[config.mk]
export PLATFORM = sky130hd
export DESIGN_NAME = utf16_encoder
export DESIGN_NICKNAME = d
export VERILOG_FILES = /design/src/rtl/utf16_encoder.sv
export SDC_FILE = /design/constraint.sdc
export NUM_CORES = 1
export LEC_CHECK = 0
export ABC_AREA = 1
export CORE_MARGIN = 2
export CORE_UTILIZATION = 31
export CTS_BUF_LIST = sky130_fd_sc_hd__clkbuf_8
export DETAILED_ROUTE_END_ITERATION = 6
export MAX_ROUTING_LAYER = met4
export SETUP_SLACK_MARGIN = 0.15
export SYNTH_ARGS = -nofsm -noshare
export SYNTH_HDL_FRONTEND = slang
export SYNTH_SLANG_ARGS = --single-unit
[constraint.sdc]
create_clock -name clock -period 1.9 [get_ports clock]
set_input_delay 0.475 -clock clock [delete_from_list [all_inputs] [get_ports clock]]
set_output_delay 0.475 -clock clock [all_outputs]
set_load 0.05 [all_outputs]
[src/rtl/utf16_encoder.sv]
// rtl/utf16_encoder.sv - Unicode scalar to UTF-16 code unit encoder with ready/valid handshakes
module utf16_encoder #(
    parameter bit REPLACE_INVALID = 1'b1
) (
    input  logic        clock,
    input  logic        reset,
    input  logic        in_valid,
    input  logic [20:0] in_code_point,
    output logic        in_ready,
    output logic        out_valid,
    output logic [15:0] out_unit,
    output logic        out_last,
    output logic        out_error,
    input  logic        out_ready,
    output logic        error_pulse,
    output logic [15:0] unit_count
);

    typedef enum logic [1:0] {IDLE, SINGLE, HIGH, LOW} state_t;

    state_t      state;
    logic [9:0]  low_bits;
    logic        in_fire;
    logic        out_fire;
    logic        is_surrogate;
    logic        is_too_big;
    logic        is_supp;
    logic [19:0] v;

    assign out_fire = out_valid && out_ready;
    assign in_ready = (state == IDLE) || (out_fire && out_last);
    assign in_fire  = in_valid && in_ready;

    assign is_surrogate = (in_code_point[20:11] == 10'b00000_11011);
    assign is_too_big   = (in_code_point > 21'h10FFFF);
    assign is_supp      = (|in_code_point[20:16]) && !is_too_big;
    // Only the low 20 bits matter: for 0x10000..0x10FFFF the modular result equals cp-0x10000.
    assign v = in_code_point[19:0] - 20'h10000;

    always_ff @(posedge clock or negedge reset) begin
        if (!reset) begin
            state       <= IDLE;
            out_valid   <= 1'b0;
            out_unit    <= 16'h0000;
            out_last    <= 1'b0;
            out_error   <= 1'b0;
            error_pulse <= 1'b0;
            unit_count  <= 16'h0000;
            low_bits    <= 10'h000;
        end else begin
            error_pulse <= 1'b0;
            if (out_fire) begin
                unit_count <= unit_count + 16'd1;
            end
            if (in_fire) begin
                if (is_surrogate || is_too_big) begin
                    error_pulse <= 1'b1;
                    if (REPLACE_INVALID) begin
                        state     <= SINGLE;
                        out_valid <= 1'b1;
                        out_unit  <= 16'hFFFD;
                        out_last  <= 1'b1;
                        out_error <= 1'b1;
                    end else begin
                        state     <= IDLE;
                        out_valid <= 1'b0;
                        out_unit  <= 16'h0000;
                        out_last  <= 1'b0;
                        out_error <= 1'b0;
                    end
                end else if (is_supp) begin
                    state     <= HIGH;
                    out_valid <= 1'b1;
                    out_unit  <= 16'hD800 | {6'b000000, v[19:10]};
                    out_last  <= 1'b0;
                    out_error <= 1'b0;
                    low_bits  <= v[9:0];
                end else begin
                    state     <= SINGLE;
                    out_valid <= 1'b1;
                    out_unit  <= in_code_point[15:0];
                    out_last  <= 1'b1;
                    out_error <= 1'b0;
                end
            end else if (out_fire) begin
                if (state == HIGH) begin
                    // Low surrogate follows the high one with no idle cycle.
                    state     <= LOW;
                    out_unit  <= 16'hDC00 | {6'b000000, low_bits};
                    out_last  <= 1'b1;
                    out_error <= 1'b0;
                end else begin
                    state     <= IDLE;
                    out_valid <= 1'b0;
                    out_unit  <= 16'h0000;
                    out_last  <= 1'b0;
                    out_error <= 1'b0;
                end
            end
        end
    end

endmodule

==> key figures <==
Route
  – Initial DRT Pass Iterations: 4
  – DRC: 0
  – WL/cell: 12.2 um
  – DR vias/cell: 4.48
  – Total wire length: around 6.4 mm
  – Via count: 2351
  – Detail Route Antenna Nets: 0
  – Initial DRC count: 100

Pwr
  – Final total power: around 5.5 mW
  – Leakage Power: 1.99 nW
  – VDD IR max: 674 uV
  – Power Dens Cells: 1450 nW/um^2

Placement
  – DP Area: 3520 um^2
  – DP Wirelength: 4.86 mm
  – RD Place Congestion: 0.869
  – Port bufs: 61
  – Placed cell count: approximately 510

Final layout
  – Layout area overhead: 50.7%
  – Layout cell share with drive strength beyond 1: 0.357
  – Net count, final: 450
  – Final Cell Area: 3760 um^2
  – ANT cells: 0
  – Cell Count, Final, Fillers Out: 525
  – Final Util: 0.484

Setup path
  – CP bufs+invs: 3
  – Crit-path leading delay family: flip-flops
  – Crit-path max FO: 4
  – Worst path max stage delay: 440 ps
  – Crit path DAT: 1220 ps
  – WP data required: approximately 1400 ps
  – Crit Path Class: reg -> out
  – R2R Setup Slk: 350 ps
  – Crit path cell chain: nand2_4 > nand2_2 > inv_2 > nor2_4 > buf_6 > buf_12
  – Worst path slowest cell: dfrtp_2
  – Crit start category: flop
  – Endpoint class of the critical path: output port

Floorplan
  – Initial core utilization: 0.321
  – DIE WIDTH: 93.7 um
  – # IOs: 62
  – Core area: around 7800 um^2
  – DIE HEIGHT: 93.7 um
  – DIE AREA: 8780 um^2
  – Row Count: 32

Yosys
  – Number of cells produced by synthesis: 307
  – Post-synth EDFFs: 0
  – Ys Warns: 0
  – Asr flop ratio synth: 1.00
  – Largest cells by area after synthesis: dfrtp_1 (47%), nand2_1 (15%), nand3_1 (4.2%), inv_1 (3.8%), nor2_1 (3.2%)
  – Post-synthesis compound-gate area fraction: 0.0757
  – Area leader, netlist: dfrtp_1
  – Yosys reg bits: 47
  – Most common cell in the netlist: nand2_1
  – Largest family of logic cells by synthesized area: simple AND/OR/NAND/NOR gates
  – Post-Syn Nets: roughly 340
  – Adder-cell share of the synthesized area: 0.0150
  – Primary FF master, synth: dfrtp_1
  – Share of the synthesized area in the top cell type: 0.471
  – Post-Syn Area: 2490 um^2
  – Library cells used by synthesis: 32
  – Seq/Total Area, Yosys: 0.471
  – Mean Syn Cell Area: 8.13 um^2
  – Simple-Gate Fraction of Synth Area: 0.310
  – Area share of xor/xnor cells in the synthesized design: 0.0597
  – Mux cell area share after synthesis: 0
  – Post-synth top cells: nand2_1 (102), dfrtp_1 (47), inv_1 (25)

Hold path
  – Type of the tightest min-delay check: in -> async

STA
  – Relative slew slack: 0.784
  – Clk_skew: roughly 11 ps
  – RSZ-0062 raised after global routing: false
  – Post-Route Setup TNS: 0 ps
  – Final Setup Violations: 0
  – Final Hold Fails: 0
  – Fin. max-slew vios: 0
  – Slew @ Worst Pin: around 320 ps
  – Max Freq: 591 MHz
  – Tmin final: 1690 ps
  – Part of the cycle the worst path needs: 0.890

Clock tree
  – H-tree depth: 2
  – Quantity of hold-fixing buffers added after cts: 0
  – CTS tree: yes
  – Clock Sinks: 47
  – Clk slew on worst S/H paths: 80 ps
  – CTS root buf: clkbuf_8
  – Cts bufs inserted: 5
  – Bufs on Longest Clock Path: 2
  – Worst-skew pair later-pin latency: ~300 ps

GRT
  – Gr usage total: 0.157
  – GRT overflow: 0
  – Largest net degree at the start of global routing: 36
  – First-pass GRT wire length: roughly 11 mm
  – Number of global-route vias before repair: 2265
  – Initial antenna violation count: 0

Flow run
  – Max_cap viols: 0

Run status
  – Status: finished, final reports clean
==> registers in the layout, indices dropped and copies added, names as in the netlist <==
name	flops
out_unit	16
unit_count	16
low_bits	10
error_pulse	1
out_error	1
out_last	1
out_valid	1
state	1
==> final timing paths <==
path	start	endpoint	cells past startpoint
setup / recovery	out_valid$_DFFE_PN0P_	in_ready	6
hold / removal	reset	unit_count[2]$_DFFE_PN0P_	1
setup reg to reg	out_valid$_DFFE_PN0P_	unit_count[15]$_DFFE_PN0P_	10
hold reg to reg	unit_count[15]$_DFFE_PN0P_	unit_count[15]$_DFFE_PN0P_	1
max in group asynchronous	reset	out_valid$_DFFE_PN0P_	2
min in group clock	unit_count[15]$_DFFE_PN0P_	unit_count[15]$_DFFE_PN0P_	1
==> what timing repair did <==
| item | 4_1_cts | 5_1_grt |
|---|---|---|
| setup endpoints to repair | 27 | 27 |
| resized for setup | 29 | 18 |
| buffers inserted | 1 | 4 |
| pin swaps | 10 | 7 |
| cloned | 0 | 0 |
| hold endpoints to repair | 0 | 0 |
==> worst reg2reg max path: stages (launching register included) <==
cell,delay (ps)
dfrtp_2,400
nand2_4,70
buf_4,140
inv_2,50
nand4_2,90
nor3_2,180
nand2_2,110
nor2_4,120
nand2_2,80
nor2_2,100
xor2_1,150
==> metrics by stage <==
step	hold WS [ps]	worst slack (ps)
floorplan	179	68.6
global placement	394	-299
detailed placement	394	-375
CTS	68.3	139
global route	68.0	149
finish	66.4	209
==> power breakdown <==
part           total [mW]  internal (mW)  switching, mW
Clock               0.758          0.426          0.332
Combinational        3.06           1.12           1.94
Sequential           1.63           1.37          0.256
Total                5.45           2.92           2.53
==> layout make-up <==
class	instances	area (um^2)
clock buffers	6	82.6
clock inverters	2	35.0
fillers	792	4010
inverters	29	114
multi-input cells	223	1230
flip-flops and latches	47	1180
well taps	102	128
repair buffers	116	987
==> kinds of logic (layout without fill, tap and decap cells) <==
kind of cell    count (synthesis)  count (layout)
simple gates                  169             169
compound gates                 34              34
fa+ha+maj                       3               3
buf+inv                        37             153
xor+xnor                       17              17
flops                          47              47
==> routing by layer <==
metal	part of all wire	GRT usage	up-vias
met5	0	-	-
met4	0.014	0.0435	0
met3	0.058	0.0313	8
met2	0.47	0.262	71
met1	0.45	0.196	1076
li1	-	-	1196
==> cell usage in the layout, fill, tap and decap left out, types with 7 or more instances in the layout <==
master | synthesis | final
nand2_1 | 102 | 100
buf_4 | 0 | 85
dfrtp_1 | 47 | 43
inv_1 | 25 | 21
nand3_1 | 21 | 19
nor2_1 | 21 | 17
dlygate4sd2_1 | 0 | 14
o21ai_0 | 13 | 13
xor2_1 | 9 | 9
xnor2_1 | 8 | 8
nor2_2 | 5 | 7
a21oi_1 | 12 | 7
dlymetal6s2s_1 | 0 | 7
Note: power is estimated with default switching activity, not from simulation.
